File: src/rtl/bram_port_arbiter.sv
// bram_port_arbiter: shares picture BRAM port A between the UART image loader
// (requester 0) and the filter write-back engine (requester 1). Bursts are granted
// round-robin with a cap on beats per grant. Read data is routed back through a
// tag pipeline that matches the BRAM read latency.
module bram_port_arbiter #(
    parameter int ADDR_W     = 19,
    parameter int DATA_W     = 18,
    parameter int RD_LATENCY = 2,
    parameter int MAX_BURST  = 64
) (
    input  logic              clk,
    input  logic              reset,
    input  logic              req0,
    input  logic              req1,
    input  logic              we0,
    input  logic              we1,
    input  logic              last0,
    input  logic              last1,
    input  logic [ADDR_W-1:0] addr0,
    input  logic [ADDR_W-1:0] addr1,
    input  logic [DATA_W-1:0] wdata0,
    input  logic [DATA_W-1:0] wdata1,
    output logic              ack0,
    output logic              ack1,
    output logic              gnt0,
    output logic              gnt1,
    output logic              rvalid0,
    output logic              rvalid1,
    output logic [DATA_W-1:0] rdata,
    output logic              bram_en,
    output logic              bram_we,
    output logic [ADDR_W-1:0] bram_addr,
    output logic [DATA_W-1:0] bram_din,
    input  logic [DATA_W-1:0] bram_dout
);

    localparam int CNT_W = (MAX_BURST > 1) ? $clog2(MAX_BURST) : 1;

    typedef enum logic [1:0] {
        IDLE = 2'd0,
        OWN0 = 2'd1,
        OWN1 = 2'd2
    } state_t;

    state_t                r_state;
    state_t                w_nextState;
    logic                  r_lastServed;
    logic [CNT_W-1:0]      r_burstCnt;
    logic [RD_LATENCY-1:0] r_rdValid;
    logic [RD_LATENCY-1:0] r_rdTag;

    logic w_ack0;
    logic w_ack1;
    logic w_accept;
    logic w_beatWe;
    logic w_beatLast;
    logic w_capHit;
    logic w_grantEnd;

    // The owner's pending beat is accepted in the same cycle it is presented.
    assign w_ack0     = (r_state == OWN0) && req0;
    assign w_ack1     = (r_state == OWN1) && req1;
    assign w_accept   = w_ack0 || w_ack1;
    assign w_beatWe   = (r_state == OWN1) ? we1 : we0;
    assign w_beatLast = (r_state == OWN1) ? last1 : last0;
    assign w_capHit   = (r_burstCnt == CNT_W'(MAX_BURST - 1));
    assign w_grantEnd = w_accept && (w_beatLast || w_capHit);

    assign ack0 = w_ack0;
    assign ack1 = w_ack1;
    assign gnt0 = (r_state == OWN0);
    assign gnt1 = (r_state == OWN1);

    // State register for the grant FSM.
    always_ff @(posedge clk or negedge reset) begin
        if (!reset) begin
            r_state <= IDLE;
        end else begin
            r_state <= w_nextState;
        end
    end

    // Next-state: arbitrate in IDLE, release the port when the burst ends or hits the cap.
    always_comb begin
        w_nextState = r_state;
        case (r_state)
            IDLE: begin
                if (req0 && req1) begin
                    w_nextState = r_lastServed ? OWN0 : OWN1;
                end else if (req0) begin
                    w_nextState = OWN0;
                end else if (req1) begin
                    w_nextState = OWN1;
                end
            end
            OWN0, OWN1: begin
                if (w_grantEnd) begin
                    w_nextState = IDLE;
                end
            end
            default: w_nextState = IDLE;
        endcase
    end

    // Track beats in the current grant and remember who was served last for the tie-break.
    always_ff @(posedge clk or negedge reset) begin
        if (!reset) begin
            r_lastServed <= 1'b1;
            r_burstCnt   <= '0;
        end else if (w_grantEnd) begin
            r_lastServed <= (r_state == OWN1);
            r_burstCnt   <= '0;
        end else if (w_accept) begin
            r_burstCnt   <= r_burstCnt + CNT_W'(1);
        end
    end

    // Port mux: the owner's address/data are always presented; enable only on an accepted beat.
    always_comb begin
        bram_en   = w_accept;
        bram_we   = w_accept && w_beatWe;
        bram_addr = '0;
        bram_din  = '0;
        case (r_state)
            OWN0: begin
                bram_addr = addr0;
                bram_din  = wdata0;
            end
            OWN1: begin
                bram_addr = addr1;
                bram_din  = wdata1;
            end
            default: begin
                bram_addr = '0;
                bram_din  = '0;
            end
        endcase
    end

    // Read-return pipeline: one slot per cycle of BRAM latency, carrying valid and requester tag.
    always_ff @(posedge clk or negedge reset) begin
        if (!reset) begin
            r_rdValid <= '0;
            r_rdTag   <= '0;
        end else begin
            r_rdValid[0] <= w_accept && !w_beatWe;
            r_rdTag[0]   <= (r_state == OWN1);
            for (int i = 1; i < RD_LATENCY; i++) begin
                r_rdValid[i] <= r_rdValid[i-1];
                r_rdTag[i]   <= r_rdTag[i-1];
            end
        end
    end

    assign rvalid0 = r_rdValid[RD_LATENCY-1] && !r_rdTag[RD_LATENCY-1];
    assign rvalid1 = r_rdValid[RD_LATENCY-1] &&  r_rdTag[RD_LATENCY-1];
    assign rdata   = bram_dout;

endmodule

File: config.mk
export PLATFORM = sky130hd
export DESIGN_NAME = bram_port_arbiter
export DESIGN_NICKNAME = d
export VERILOG_FILES = /design/src/rtl/bram_port_arbiter.sv
export SDC_FILE = /design/constraint.sdc
export NUM_CORES = 1
export LEC_CHECK = 0
export BUFFER_PORTS_ARGS = -buffer_cell sky130_fd_sc_hd__buf_4
export CORE_MARGIN = 2
export CORE_UTILIZATION = 30
export CTS_CLUSTER_DIAMETER = 40
export DETAILED_ROUTE_END_ITERATION = 10
export HOLD_SLACK_MARGIN = 0.02
export PLACE_DENSITY = 0.83
export SETUP_SLACK_MARGIN = 0.2
export SYNTH_ARGS = -nofsm -noshare
export SYNTH_HDL_FRONTEND = slang
export SYNTH_SLANG_ARGS = --single-unit
File: constraint.sdc
create_clock -name clk -period 2.1 [get_ports clk]
set_input_delay 0 -clock clk [delete_from_list [all_inputs] [get_ports clk]]
set_output_delay 0 -clock clk [all_outputs]
set_load 0.05 [all_outputs]
==> results.tsv, run 1 <==
stage	metric	value	unit
power_and_ir_drop	p_total	4235	uW
routing	viasPerCell	5.047	
sta	tns	0	ps
clock_network	clk_pin_slew	50	ps
power_and_ir_drop	seqPwrFrac	9.6	%
global_route	grt_max_degree	41	
sta	fmax	545.4	MHz
yosys	synth_edf_count	0	
yosys	ys_types	26	
final_layout	fill_cells	374	
setup_path	critPathLaunchType	flip-flop	
routing	drc	0	
floorplanning	die-width	70.30	um
clock_network	cts_buffer_depth	2	
floorplanning	num_io_pins	163	
clock_network	cts-buffers-inserted	3	
sta	rsz0062_at_grt	no	
yosys	yosys_warnings	0	
placement	hpwl	4014	um
yosys	syn_area_per_cell	7.451	um^2
placement	routabilityCongestion	0.8571	
clock_network	ctsHtreeMaxLevel	1	
floorplanning	start_util	30.71	%
sta	slew_violations	0	
final_layout	final_common_cell	buf_4	
routing	firstDrtPassIters	4	
power_and_ir_drop	max-vdd-ir-drop	1.018	mV
power_and_ir_drop	leakagePower	0.001284	uW
setup_path	crit_path_end_kind	flip-flop	
power_and_ir_drop	intPower	1803	uW
setup_path	cp.required	2260	ps
sta	setup_viol	0	
yosys	synthesis.area	1319	um^2
routing	vias	1827	
final_layout	syn_to_final_growth	111.3	%
run_status	outcome	finished, final reports clean	
clock_network	clkLatencyLatePin	240	ps
final_layout	multi_input_area	1015	um^2
yosys	synthArstFlopShare	100.0	%
worst_hold_path	hold_path_class	input port to flip-flop	
routing	drt-initial-drc-count	81	
final_layout	layout_common_cells	135 x buf_4, 38 x a22oi_1, 30 x nor2_4	
yosys	ys_seq_area_share	24.76	%
setup_path	crit_arrival	2000	ps
yosys	synth_flop_cell	dfrtp_1	
global_route	grt-ovfl-total	0	
power_and_ir_drop	p_per_area	1520	nW/um^2
sta	finalCriticalPeriod	1833	ps
clock_network	cts_tree	done	
sta	hold_viol_final	0	
routing	wl	5184	um
floorplanning	dieArea	4942	um^2
yosys	yosysTopAreaCellShare	22.77	%
sta	relSlewSlack	65.99	%
global_route	grt_util_all_layers	19.04	%
yosys	syn_inst	177	
clock_network	cts_num_sinks	13	
yosys	yosys-top-cells-area	dfrtp_1 23%, a22oi_1 22%, nor2_1 11%	
power_and_ir_drop	p_comb_share	85.2	%
yosys	yosysTopAreaCell	dfrtp_1	
yosys	synth-seq-cells	13	
yosys	syn-num-nets	282	
global_route	grt_first_pass_wirelength	7755	um
sta	worstMarginPinSlew	508.4	ps
placement	portBuffers	126	
power_and_ir_drop	switching_share	57.43	%
routing	avgRoutedWirePerCell	14.32	um
setup_path	crit_path_max_fanout	7	
global_route	grt_pass1_vias	1728	
power_and_ir_drop	clkPwrFrac	5.2	%
final_layout	layout.nets	416	
sta	post-route-period-util	87.30	%
final_layout	antenna_cells	0	
final_layout	drive_above_1_share	60.00	%
job	cap_violations	0	
floorplanning	die_y	70.30	um
floorplanning	fp-row-count	24	
sta	fin_skew	2.014	ps
routing	ant_nets	0	
clock_network	cts_root_buffer	clkbuf_8	
setup_path	criticalPathCategory	flip-flop to flip-flop	
final_layout	ff_latch_area	326.6	um^2
power_and_ir_drop	p_switching	2432	uW
floorplanning	core	4294	um^2
global_route	antenna_found_initial	0	
registers in the layout (all words and copies together) (netlist names):
signal and cells:
r_rdValid 2, r_rdTag 2, r_lastServed 1, r_state 2
r_burstCnt 6
logic make-up (layout without fill, tap and decap cells):
family / count (synthesis) / after routing / synth area share (%)
buffers and inverters: 37 / 170 / 15.94
flip-flops: 13 / 13 / 24.76
adder cells (fa/ha/maj): 5 / 5 / 4.744
multiplexers: 6 / 6 / 5.313
AO/OA/AOI/OAI: 51 / 51 / 28.18
AND/OR/NAND/NOR: 65 / 65 / 21.06
stage by stage:
step	instances	hold WS [ps]	setup WS, ps	util, %	area (um^2)
final	362	57.71	266.6	64.89	2786
after floorplan	177	-295.6	203.4	-	1562
after detailed placement	334	-145.9	294.5	58.22	2500
after global placement	334	-150.3	380.4	58.22	2500
after CTS	357	56.55	200.1	63.69	2735
after global routing	362	71.50	199.4	64.89	2786
power groups by stage:
| stage | sequential [uW] | clock, uW | combinational (uW) |
|---|---|---|---|
| 4_1_cts | 407 | 226 | 3480 |
| 3_3_place_gp | 403 | 0 | 3330 |
| 2_1_floorplan | 391 | 0 | 2430 |
| 3_5_place_dp | 411 | 0 | 3380 |
| 5_1_grt | 416 | 239 | 3790 |
| 6_report | 409 | 220 | 3610 |
synthesized netlist by cell type, drive strengths merged, types with 2 or more instances:
| library cell | n |
|---|---|
| nand2 | 11 |
| buf | 27 |
| a21oi | 3 |
| nand3 | 2 |
| clkbuf | 4 |
| ha | 5 |
| a22oi | 38 |
| mux2i | 4 |
| and2 | 4 |
| dfrtp | 12 |
| o21ai | 8 |
| inv | 6 |
| mux2 | 2 |
| nor2 | 41 |
| nand2b | 2 |
cell type report:
class | instances | area share, %
sequential | 13 | 11.72
inverter | 6 | 0.8981
clock buffer | 4 | 1.617
multi-input combinational | 127 | 36.42
timing repair buffer | 160 | 47.01
tap | 52 | 2.335
worst paths after layout:
check                        startpoint             to  slack, ps  depth (start not counted)
max                          r_state[0]     r_state[1]        270                          6
min                                req0     r_state[0]         60                          3
max reg2reg                  r_state[0]     r_state[1]        270                          6
min reg2reg                r_rdValid[0]   r_rdValid[1]        350                          0
max in group asynchronous         reset   r_lastServed       1720                          2
min in group asynchronous         reset  r_burstCnt[1]        150                          2
metal layers:
metal / track usage, % / vias to the layer above / wire, um
met5: 0 / - / 0
met4: 5.983 / 0 / 114
met3: 3.463 / 13 / 395
met2: 35.22 / 105 / 2773
met1: 21.83 / 843 / 1899
li1: - / 866 / -
worst max-delay path: stages, from the launching register on:
cell and delay [ps]:
dfrtp_1 380, inv_1 120, ha_2 230, mux2_4 340, a31oi_4 260, a22o_2 230, mux2i_1 190
timing repair:
action	CTS	global route
buffers inserted	0	5
resized for setup	0	4
setup endpoints to repair	0	38
endpoints found under the hold margin	31	0
hold buffers	19	0
No activity file was read; power rests on OpenSTA's default activity.
==> inputs of run 2 (changes only) <==
ABC_AREA = 1   (was unset)
PLACE_DENSITY = 0.82   (was 0.83)
RECOVER_POWER = 50   (was unset)
==> run 2 against run 1 <==
  * Clock power is essentially flat
  * Hold slack gained 64 ps
  * Core utilization grew 0.72 points
  * Setup slack gained 31 ps
  * Maximum frequency grew 1.7%
  * Design area grew 3.2%
==> results.tsv, run 2 <==
stage	metric	value	unit
sta	slew_violations	0	
global_route	antenna_found_initial	0	
clock_network	ctsHtreeMaxLevel	1	
final_layout	regMostFlops	r_burstCnt	
placement	routabilityCongestion	0.8060	
placement	placed_cell_area	2636	um^2
routing	wl	5167	um
global_route	grt_pass1_vias	1811	
sta	fmax	554.8	MHz
sta	setup_slack	297.7	ps
placement	portBuffers	126	
worst_hold_path	hold_path_class	input port to flip-flop	
power_and_ir_drop	p_total	3730	uW
placement	place_ws	409.8	ps
power_and_ir_drop	leakagePower	0.001324	uW
placement	hpwl	3951	um
final_layout	layout_common_cells	126 x buf_4, 91 x nand2_1, 30 x a21oi_4	
power_and_ir_drop	p_comb_share	83.4	%
floorplanning	num_io_pins	163	
sta	relSlewSlack	55.32	%
clock_network	cts_buffer_depth	2	
global_route	grt_max_degree	28	
setup_path	criticalPathCategory	flip-flop to output pin	
yosys	ys_types	20	
yosys	ys_seq_area_share	23.73	%
routing	drt-initial-drc-count	40	
floorplanning	start_util	31.39	%
final_layout	design_area	2877	um^2
sta	rsz0062_at_grt	no	
floorplanning	die-width	71.73	um
final_layout	drive_above_1_share	49.86	%
setup_path	crit_path_max_fanout	6	
setup_path	crit_path_end_kind	output pin	
routing	ant_nets	0	
power_and_ir_drop	p_switching	2297	uW
clock_network	clkLatencyLatePin	240	ps
power_and_ir_drop	intPower	1433	uW
final_layout	layout.nets	465	
yosys	synth_flop_cell	dfrtp_1	
yosys	syn-num-nets	334	
floorplanning	fp-row-count	24	
floorplanning	dieArea	5145	um^2
routing	vias	1939	
power_and_ir_drop	seqPwrFrac	10.7	%
routing	firstDrtPassIters	6	
power_and_ir_drop	p_per_area	1297	nW/um^2
final_layout	fill_cells	376	
global_route	grt_first_pass_wirelength	7997	um
power_and_ir_drop	clkPwrFrac	5.9	%
job	cap_violations	0	
yosys	yosysTopAreaCell	nand2_1	
sta	finalCriticalPeriod	1802	ps
routing	drc	0	
run_status	outcome	finished, final reports clean	
floorplanning	core	4384	um^2
final_layout	ff_latch_area	326.6	um^2
final_layout	largest_register_ff_count	6	
global_route	grt-ovfl-total	0	
setup_path	crit_arrival	1800	ps
setup_path	cp.required	2100	ps
floorplanning	die_y	71.73	um
sta	hold_ws	121.4	ps
power_and_ir_drop	switching_share	61.59	%
yosys	synth_edf_count	0	
yosys	yosys-top-cells-area	nand2_1 25%, dfrtp_1 22%, a21oi_1 14%	
clock_network	cts_root_buffer	clkbuf_8	
final_layout	syn_to_final_growth	109.0	%
global_route	grt_util_all_layers	19.12	%
sta	worstMarginPinSlew	670.1	ps
yosys	yosys_warnings	0	
routing	viasPerCell	4.718	
yosys	synth-seq-cells	13	
clock_network	clk_pin_slew	50	ps
sta	setup_viol	0	
power_and_ir_drop	max-vdd-ir-drop	0.6578	mV
yosys	yosysTopAreaCellShare	24.55	%
yosys	synth_commonest_cells	90 x nand2_1, 39 x a21oi_1, 19 x buf_4, 19 x inv_1, 12 x dfrtp_1	
sta	tns	0	ps
clock_network	cts_tree	done	
final_layout	multi_input_area	1152	um^2
final_layout	final_common_cell	buf_4	
sta	hold_viol_final	0	
yosys	synthArstFlopShare	100.0	%
routing	avgRoutedWirePerCell	12.57	um
setup_path	critPathLaunchType	flip-flop	
yosys	yosysMostFrequentCell	nand2_1	
clock_network	cts_num_sinks	13	
yosys	synthesis.area	1376	um^2
sta	post-route-period-util	85.83	%
sta	fin_skew	1.168	ps
yosys	syn_area_per_cell	6.010	um^2
final_layout	antenna_cells	0	
clock_network	cts-buffers-inserted	3	
yosys	syn_inst	229	
[run 2: timing repair]
| item | in CTS | in global routing |
|---|---|---|
| endpoints found under the setup margin | 32 | 33 |
| buffers inserted | 0 | 3 |
| pin swaps | 0 | 1 |
| hold buffers | 19 | 0 |
| resized for setup | 1 | 5 |
| endpoints found under the hold margin | 31 | 0 |
| gates cloned | 0 | 0 |
[run 2: kinds of logic (layout without fill, tap and decap cells)]
family                     after synthesis  after routing  synth area share, %
DFF                                     13             13                23.73
AOI/OAI and AO/OA                       46             46                17.00
xor gates and xnor gates                 1              1               0.6365
adders and majority gates                5              5                4.545
buffers and inverters                   49            179                19.18
and+or+nand+nor                        115            115                34.91
[run 2: layout make-up]
cell class	count	area share, %
Clock buffer	4	1.566
Inverter	20	2.871
Multi-Input combinational cell	167	40.06
Timing Repair Buffer	155	41.89
Tap cell	52	2.262
Sequential cell	13	11.35
[run 2: power groups by stage]
stage / Clock [uW] / Combinational, uW / Sequential (uW)
after floorplan: 0 / 2310 / 387
after global placement: 0 / 2950 / 395
after detailed placement: 0 / 2990 / 400
after CTS: 226 / 3110 / 397
after global routing: 241 / 3310 / 409
final: 222 / 3110 / 398
[run 2: stage by stage]
step,util [%],cells
global route,65.61,411
global placement,60.13,385
detailed placement,60.13,385
finish,65.61,411
CTS,65.58,408
floorplan,-,229
[run 2: critical path: stages, from the launching register on]
cell and delay (ps):
dfrtp_1 390, inv_1 110, ha_1 290, inv_1 100, or2_2 270, o21ai_0 170, nor2_4 40, buf_4 190
[run 2: worst paths after layout]
| path | slack [ps] | to | depth (start not counted) | from |
|---|---|---|---|---|
| worst min-delay path | 120 | r_rdValid[0] | 4 | we0 |
| worst max-delay path | 300 | bram_we | 7 | r_state[0] |
| max in group asynchronous | 1340 | r_rdValid[0] | 2 | reset |
| worst min register to register | 350 | r_rdTag[1] | 0 | r_rdTag[0] |
| worst max register to register | 330 | r_state[0] | 11 | r_state[1] |
| min in group asynchronous | 330 | r_burstCnt[5] | 2 | reset |
[run 2: per-layer routing]
layer  wire length [um]  global-route usage, %  vias up
met2               2762                  36.21      113
met5                  0                      0        -
met4                 82                  4.612        0
met1               1776                  20.93      862
li1                   -                      -      956
met3                546                  5.204        8
==> inputs of run 3 (changes only) <==
==> constraint.sdc (replaced) <==
create_clock -name clk -period 2.1 [get_ports clk]
set_input_delay 0.42 -clock clk [delete_from_list [all_inputs] [get_ports clk]]
set_output_delay 0.42 -clock clk [all_outputs]
set_load 0.05 [all_outputs]
==> run 3 against run 2 <==
  * Register-to-register slack got worse by 150 ps
  * Total power increased by 29%
  * Clock power increased by 2%
  * Non-clock buffer count decreased by 2
  * Via count increased by 2.3%
==> results.tsv, run 3 (synthesis gave the netlist of run 2 again) <==
stage	metric	value	unit
routing	wl	6157	um
sta	tns	0	ps
global_route	antenna_found_initial	0	
routing	vias	1984	
floorplanning	dieArea	5145	um^2
sta	slew_violations	0	
final_layout	final_util	76.17	%
worst_hold_path	worstHoldPathCells	0	
clock_network	clkLatencyLatePin	250	ps
placement	hpwl	4205	um
floorplanning	die-width	71.73	um
worst_hold_path	worstHoldEndpoint	r_rdValid[1]	
setup_path	regToRegSetupSlack	180	ps
job	cap_violations	0	
routing	firstDrtPassIters	4	
setup_path	r2r_end	r_state[1]	
final_layout	fill_cells	301	
floorplanning	fp-row-count	24	
global_route	grt_max_degree	16	
sta	finalCriticalPeriod	2005	ps
floorplanning	num_io_pins	163	
final_layout	finalNonFillerCells	409	
final_layout	regMostFlops	r_burstCnt	
global_route	grt-ovfl-total	0	
setup_path	crit_arrival	1580	ps
sta	relSlewSlack	54.05	%
sta	fin_skew	8.566	ps
power_and_ir_drop	p_per_area	1441	nW/um^2
clock_network	cts-buffers-inserted	3	
final_layout	antenna_cells	0	
power_and_ir_drop	leakagePower	0.001483	uW
sta	rsz0062_at_grt	yes	
clock_network	cts_tree	done	
power_and_ir_drop	max-vdd-ir-drop	0.7366	mV
setup_path	slowest_delay	420	ps
setup_path	crit_chain	inv_4 -> ha_4 -> buf_6 -> buf_6 -> nand2_2 -> a21oi_4 -> buf_6	
global_route	grt_util_all_layers	22.50	%
final_layout	layout.nets	463	
clock_network	cts_root_buffer	clkbuf_8	
setup_path	r2r_start	r_state[0]	
final_layout	ff_latch_area	327.8	um^2
global_route	grt_first_pass_wirelength	9197	um
floorplanning	die_y	71.73	um
placement	routabilityCongestion	0.8091	
final_layout	final_common_cell	buf_4	
setup_path	critPathLaunchType	flip-flop	
floorplanning	core	4384	um^2
setup_path	criticalPathCategory	flip-flop to output pin	
routing	avgRoutedWirePerCell	15.05	um
clock_network	ctsHtreeMaxLevel	1	
setup_path	cp.required	1680	ps
clock_network	cts_num_sinks	13	
run_status	outcome	finished, final reports clean	
placement	place_inst	386	
placement	portBuffers	126	
routing	ant_nets	0	
worst_hold_path	hold_path_class	flip-flop to flip-flop	
routing	viasPerCell	4.851	
clock_network	clk_pin_slew	60	ps
sta	hold_viol_final	0	
worst_hold_path	hp-start	r_rdValid[0]	
sta	post-route-period-util	95.46	%
floorplanning	start_util	31.39	%
setup_path	worst-r2r-cell-count	11	
routing	drc	0	
final_layout	layout_common_cells	93 x buf_4, 72 x nand2_1, 43 x buf_6	
setup_path	crit_path_max_fanout	6	
clock_network	cts_buffer_depth	2	
sta	worstMarginPinSlew	689.3	ps
setup_path	crit_path_end_kind	output pin	
final_layout	drive_above_1_share	63.87	%
final_layout	multi_input_area	1319	um^2
routing	drt-initial-drc-count	45	
sta	fmax	498.8	MHz
final_layout	largest_register_ff_count	6	
sta	setup_viol	0	
power_and_ir_drop	p_total	4814	uW
setup_path	crit_top_cell	buf_6	
final_layout	syn_to_final_growth	142.6	%
setup_path	worst-path-buf-inv	4	
setup_path	crit_family	buffers and inverters	
global_route	grt_pass1_vias	2016	
setup_path	crit_path_top_delay_cell	dfrtp_2	
-- run 3: how the worst max path moves through the flow --
stage | from | to | slack (ps) | cells past startpoint
3_3_place_gp | r_state[1] | bram_we | 200 | 7
4_1_cts | r_state[0] | bram_din[5] | 120 | 6
5_1_grt | r_state[0] | r_burstCnt[2] | 20 | 10
2_1_floorplan | r_state[0] | bram_addr[10] | 180 | 6
6_report | r_state[1] | bram_din[5] | 100 | 7
3_5_place_dp | r_state[1] | bram_din[10] | 160 | 6
-- run 3: report_power, final --
| group | total, uW | switching [uW] | internal (uW) |
|---|---|---|---|
| clock network | 226 | 95.2 | 131 |
| registers | 398 | 51.7 | 347 |
| logic | 4190 | 2460 | 1730 |
| total | 4810 | 2610 | 2210 |
-- run 3: layout make-up --
cell class                 instances  area share [%]
timing repair buffer             153           44.59
clock inverter                     1          0.1499
tap                               52           1.948
inverter                          20           2.773
clock buffer                       3           1.236
multi-input combinational        167           39.49
sequential                        13           9.816
-- run 3: repair_timing --
item / 4_1_cts / 5_1_grt
hold buffers: 1 / 0
pin swaps: 4 / 5
endpoints found under the setup margin: 40 / 39
setup buffers: 11 / 1
gates resized for setup: 60 / 27
hold endpoints to repair: 12 / 0
cloned: 3 / 3
-- run 3: stage by stage --
step                      area (um^2)  hold WS, ps  worst slack, ps
after floorplan                  1907        124.4            184.2
after global placement           2744        272.2            203.3
after detailed placement         2744        273.7            161.7
after CTS                        3187        348.3            119.3
after global routing             3339        358.1            23.77
final                            3339        345.5            95.25
-- run 3: metal layers --
layer / wire length [um] / global-route usage (%) / share of wire, %
met3: 430 / 5.767 / 7.0
met4: 171 / 7.547 / 2.8
met1: 2199 / 24.68 / 36
met2: 3356 / 41.77 / 55
met5: 0 / 0 / 0
-- run 3: worst reg2reg max path, delay by kind of cell (launching register included) --
family,cells,cell delay [ps]
adder cells (fa/ha/maj),1,190
buffers and inverters,4,570
flip-flops,1,390
AND/OR/NAND/NOR,6,650
